<file path="src/rtl/wb_stage_pipe.sv">
// wb_stage_pipe: writeback stage with its own MEM/WB register, load-miss hold, sub-word load extract, result select, x0/misalign write gating; WB_RETIRE_CNT_EN enables the retire counter
module wb_stage_pipe #(
    parameter int XLEN       = 32,
    parameter int REG_ADDR_W = 5,
    parameter int OFF_W      = $clog2(XLEN/8)
) (
    input  logic                  clk,
    input  logic                  rst_n,
    input  logic                  validM,
    output logic                  readyM,
    input  logic [XLEN-1:0]       aluResultM,
    input  logic [XLEN-1:0]       pcPlus4M,
    input  logic [XLEN-1:0]       immExtM,
    input  logic [1:0]            resultSrcM,
    input  logic [2:0]            funct3M,
    input  logic                  regWriteM,
    input  logic [REG_ADDR_W-1:0] rdM,
    input  logic                  rdataValid,
    input  logic [XLEN-1:0]       rdata,
    output logic                  regWriteW,
    output logic [REG_ADDR_W-1:0] rdW,
    output logic [XLEN-1:0]       resultW,
    output logic                  misalignW,
    output logic [63:0]           retireCntW
);
    localparam logic [0:0] IDLE = 1'b0;
    localparam logic [0:0] HOLD = 1'b1;
    logic [0:0]            state;
    logic [XLEN-1:0]       alu_q, pc4_q, imm_q;
    logic [1:0]            src_q;
    logic [2:0]            f3_q;
    logic                  we_q;
    logic [REG_ADDR_W-1:0] rd_q;
    logic                  is_load, retire, accept, mis;
    logic [OFF_W-1:0]      off;
    logic [XLEN-1:0]       sh, ld_val;

    assign is_load = src_q == 2'b01;
    assign retire  = (state == HOLD) && (!is_load || rdataValid);
    assign readyM  = (state == IDLE) || retire;
    assign accept  = validM && readyM;
    assign off     = alu_q[OFF_W-1:0];

    // single-entry MEM/WB register; a new capture overrides the retire of the old entry
    always_ff @(posedge clk or negedge rst_n) begin
        if (!rst_n) begin
            state <= IDLE;
            alu_q <= '0;
            pc4_q <= '0;
            imm_q <= '0;
            src_q <= '0;
            f3_q  <= '0;
            we_q  <= 1'b0;
            rd_q  <= '0;
        end else begin
            state <= accept ? HOLD : (retire ? IDLE : state);
            if (accept) begin
                alu_q <= aluResultM;
                pc4_q <= pcPlus4M;
                imm_q <= immExtM;
                src_q <= resultSrcM;
                f3_q  <= funct3M;
                we_q  <= regWriteM;
                rd_q  <= rdM;
            end
        end
    end

    // align the cache word by the byte offset, then extend by load size and detect misalignment
    always_comb begin
        sh     = rdata >> {off, 3'b000};
        ld_val = sh;
        mis    = 1'b0;
        case (f3_q)
            3'b000: ld_val = XLEN'($signed(sh[7:0]));
            3'b100: ld_val = XLEN'(sh[7:0]);
            3'b001: begin
                ld_val = XLEN'($signed(sh[15:0]));
                mis    = off[0];
            end
            3'b101: begin
                ld_val = XLEN'(sh[15:0]);
                mis    = off[0];
            end
            3'b010: begin
                ld_val = XLEN'($signed(sh[31:0]));
                mis    = off[1:0] != 2'b00;
            end
            3'b110: begin
                ld_val = XLEN'(sh[31:0]);
                mis    = off[1:0] != 2'b00;
            end
            3'b011: mis = off != '0;
            default: ld_val = sh;
        endcase
    end

    assign resultW   = src_q == 2'b00 ? alu_q : src_q == 2'b01 ? ld_val : src_q == 2'b10 ? pc4_q : imm_q;
    assign rdW       = rd_q;
    assign misalignW = retire && is_load && mis;
    assign regWriteW = retire && we_q && (rd_q != '0) && !(is_load && mis);

`ifdef WB_RETIRE_CNT_EN
    logic [63:0] cnt;

    // count every retire, including x0 and misaligned ones
    always_ff @(posedge clk or negedge rst_n) begin
        if (!rst_n) cnt <= 64'd0;
        else if (retire) cnt <= cnt + 64'd1;
    end

    assign retireCntW = cnt;
`else
    assign retireCntW = 64'd0;
`endif
endmodule

</file>
<file path="config.mk">
export PLATFORM = sky130hd
export DESIGN_NAME = wb_stage_pipe
export DESIGN_NICKNAME = d
export VERILOG_FILES = /design/src/rtl/wb_stage_pipe.sv
export SDC_FILE = /design/constraint.sdc
export NUM_CORES = 1
export LEC_CHECK = 0
export BUFFER_PORTS_ARGS = -buffer_cell sky130_fd_sc_hd__buf_2
export CAP_MARGIN = 25
export CELL_PAD_IN_SITES_DETAIL_PLACEMENT = 1
export CELL_PAD_IN_SITES_GLOBAL_PLACEMENT = 1
export CORE_AREA = 2 2 131 133
export CTS_BUF_LIST = sky130_fd_sc_hd__clkbuf_16
export DETAILED_ROUTE_END_ITERATION = 16
export DIE_AREA = 0 0 133 135
export GPL_TIMING_DRIVEN = 0
export PLACE_DENSITY_LB_ADDON = 0.1
export SLEW_MARGIN = 10
export SYNTH_ARGS = -nofsm -noshare
export SYNTH_HDL_FRONTEND = slang
export SYNTH_SLANG_ARGS = --single-unit
export TNS_END_PERCENT = 20
</file>
<file path="constraint.sdc">
create_clock -name clk -period 2.2 [get_ports clk]
set_clock_uncertainty 0.2 [all_clocks]
set_input_delay 0 -clock clk [delete_from_list [all_inputs] [get_ports clk]]
set_output_delay 0 -clock clk [all_outputs]
set_load 0.05 [all_outputs]
</file>
==> out/qor.yml <==
worstPathCellList: "buf_6 > and3b_1 > a222oi_1 > buf_4 > a311oi_4 > buf_6 > a221oi_4 > buf_6"
clock_path_buffers: 2
r2r_start: "src_q[1]"
drt_iter0_markers: 111
seqPwrFrac_pct: 31.8
stdcell_area_um2: 9719
timing.final.hold_violations: 0
hp-class: "input pin to register"
grt_setup_unrepaired: "yes"
path_common_cell: "buf_6"
power.total_mw: 7.471
setup_tns_ns: -8.758
crit_fanout: 6
clock_power_share_pct: 24.1
max-vdd-ir-drop_uv: 552.6
placed_cell_area_um2: 7651
fin_cells: 1126
grt_max_degree: 84
min_from: "immExtM[21]"
ant_nets: 0
die_w_um: 133
worst_pin_slew_ns: 0.5398
grt_pass1_wl_um: 33140
cp-start-kind: "register"
min_path_cells: 3
die_y_um: 135
area_growth_pct: 61.30
yosysUniqueCellTypes: 36
cts.clk_slew.worst_paths_ns: 0.08
max_slew_margin_pct: 63.98
core_area_um2: 16410
p_int_mw: 4.646
grt_pass1_vias: 5912
drt-pass1-iter-count: 4
htree_levels: 3
gp_congestion: 0.8381
ys_warn_count: 0
start_util_pct: 36.73
post-route-util_pct: 59.24
multi_input_area_um2: 3202
avgSynthCellArea_um2: 11.79
cp_slowest_cell: "dfrtp_1"
reg2reg_to: "pc4_q[19]"
slowest_delay_ns: 0.39
tritoncts: "built"
place_ws_ns: -0.5408
cp_top_family: "buffers and inverters"
cts_buffers: 9
path_buf_inv: 4
antenna_found_initial: 8
avgRoutedWirePerCell_um: 19.39
ys_seq_area_share_pct: 44.85
fmax_mhz: 386.7
via_per_inst: 4.672
p_sw_share_pct: 37.81
outcome: "finished, violations left"
clk_latency_ns: 0.35
arrival_ns: 2.39
min_period_over_period_pct: 117.5
worst_hold_slack_ns: 0.2017
numClockSinks: 108
pwr-share-comb_pct: 44.1
remaining_drc_errors: 0
reg2reg_depth: 6
r2r_slack_ns: 0.08
critPathKind: "register to output port"
root_buffer: "clkbuf_16"
p_sw_mw: 2.825
seq_area_um2: 2706
timing.final.crit_period_ns: 2.586
fp-row-count: 47
drive_gt1_share_pct: 51.67
setup_viol_count_final: 31
grt_use_total_pct: 24.35
n_fill_cell: 1758
dieArea_um2: 17960
cap_violations: 0
critPathCaptureType: "output port"
dp_hpwl_um: 14850
netlist_area_um2: 6026
min_to: "imm_q[21]"
netlist_instances: 511
required_ns: 2.00
portBuffers: 182
place_inst: 977
io_pins: 247
via_count: 5261
cellPowerDensity_nw_per_um2: 768.7
failed_checks: "negative setup slack"
setup_ws_ns: -0.3860
grt_overflow_total: 0
ys_ff_latch: 108
drv_slew: 0
finish.net_count: 1038
wl_um: 21830
p_leak_nw: 4.588
## worst max path at each step
stage | from | end | slack (ns) | cells past startpoint
6_report | alu_q[1] | resultW[22] | -0.39 | 8
5_1_grt | alu_q[1] | resultW[27] | -0.46 | 8
4_1_cts | src_q[0] | resultW[30] | -0.37 | 8
3_5_place_dp | alu_q[1] | resultW[22] | -0.54 | 8
3_3_place_gp | alu_q[0] | resultW[22] | -0.51 | 8
2_1_floorplan | f3_q[1] | resultW[20] | -0.29 | 6
## layout make-up
class,count,share of cell area [%]
multi-input combinational,367,32.94
sequential,108,27.85
timing repair buffer,311,25.05
buffer,98,7.853
tap,220,2.832
clock buffer,9,2.317
clock inverter,7,1.004
antenna,6,0.1545
## flip-flops by register name, summed over array words and instances (netlist names)
register and count:
state 1, pc4_q 32, rdW 5, we_q 1, f3_q 3, src_q 2
imm_q 32, alu_q 32
## placed cells by master (no fill, tap or decap), drive strengths merged, types with 3 or more instances in the layout
master	n
inv	3
mux4	5
a21oi	18
a21o	8
nor2	22
o21ai	18
o2bb2ai	7
mux2i	27
nand2	30
clkbuf	23
diode	6
mux2	116
conb	64
a211oi	5
a221oi	16
nand2b	4
nor2b	8
dlygate4sd3	111
dfrtp	108
buf	284
## synth_stat cells
| master | instances | area [um^2] |
|---|---|---|
| a21o_1 | 8 | 60.06 |
| nand2_1 | 29 | 108.9 |
| nand4b_1 | 1 | 8.760 |
| nor2_1 | 22 | 82.58 |
| or4_1 | 1 | 7.510 |
| buf_2 | 16 | 80.08 |
| o211ai_1 | 2 | 15.01 |
| and3b_1 | 1 | 8.760 |
| a221oi_2 | 10 | 150.1 |
| conb_1 | 1 | 3.750 |
| nor2b_1 | 8 | 50.05 |
| a311oi_4 | 1 | 26.28 |
| mux4_2 | 5 | 112.6 |
| or2_2 | 2 | 12.51 |
| a222oi_1 | 1 | 10.01 |
| buf_1 | 3 | 11.26 |
| a22oi_1 | 1 | 7.510 |
| o2bb2ai_1 | 7 | 61.31 |
| a211oi_1 | 5 | 37.54 |
| clkbuf_1 | 10 | 37.54 |
| nand2b_1 | 4 | 25.02 |
| nand2_2 | 1 | 6.260 |
| nand3_1 | 2 | 10.01 |
| dfrtp_1 | 108 | 2703 |
| mux2_2 | 116 | 1306 |
| nor3b_1 | 1 | 7.510 |
| buf_4 | 69 | 518.0 |
| nand3b_1 | 2 | 15.01 |
| buf_6 | 1 | 11.26 |
| or3_1 | 1 | 6.260 |
| a21oi_1 | 18 | 90.09 |
| mux2i_1 | 27 | 270.3 |
| o21ai_0 | 18 | 90.09 |
| a221oi_1 | 6 | 52.55 |
| o31ai_1 | 2 | 15.01 |
| and2b_1 | 1 | 7.510 |
## power groups by stage
stage               registers [mW]  logic, mW  clock network (mW)
global placement              2.39       2.61                   0
floorplan                     2.40       1.97                   0
finish                        2.37       3.30                1.80
CTS                           2.37       3.17                1.83
global route                  2.41       3.47                1.92
detailed placement            2.40       2.65                   0
## worst reg2reg max path, stage by stage (launching register included)
cell      delay [ns]
dfrtp_2         0.46
and2b_2         0.28
nand3b_1        0.17
nand2_4         0.17
buf_8           0.19
buf_6           0.19
mux2_2          0.36
## cell families after synthesis
family | count (synthesis) | synth area share [%]
flops | 108 | 44.85
simple gates | 76 | 5.918
buf+inv | 99 | 10.92
compound gates | 79 | 10.22
mux | 148 | 28.03
other cells | 1 | 0.06223
## routing by layer
layer	vias up	GRT usage [%]	share of wire (%)
met5	-	0	0.11
met1	2569	28.34	40
met4	4	9.319	2.1
met2	183	43.70	52
li1	2471	-	-
met3	34	5.593	5.9
## timing repair
action,4_1_cts,5_1_grt
gates resized for setup,96,38
buffers inserted,10,3
gates cloned,1,3
pin swaps,3,10
setup endpoints to repair,34,112
hold buffers,112,0
hold endpoints to repair,216,0
No activity file was read; power rests on OpenSTA's default activity.
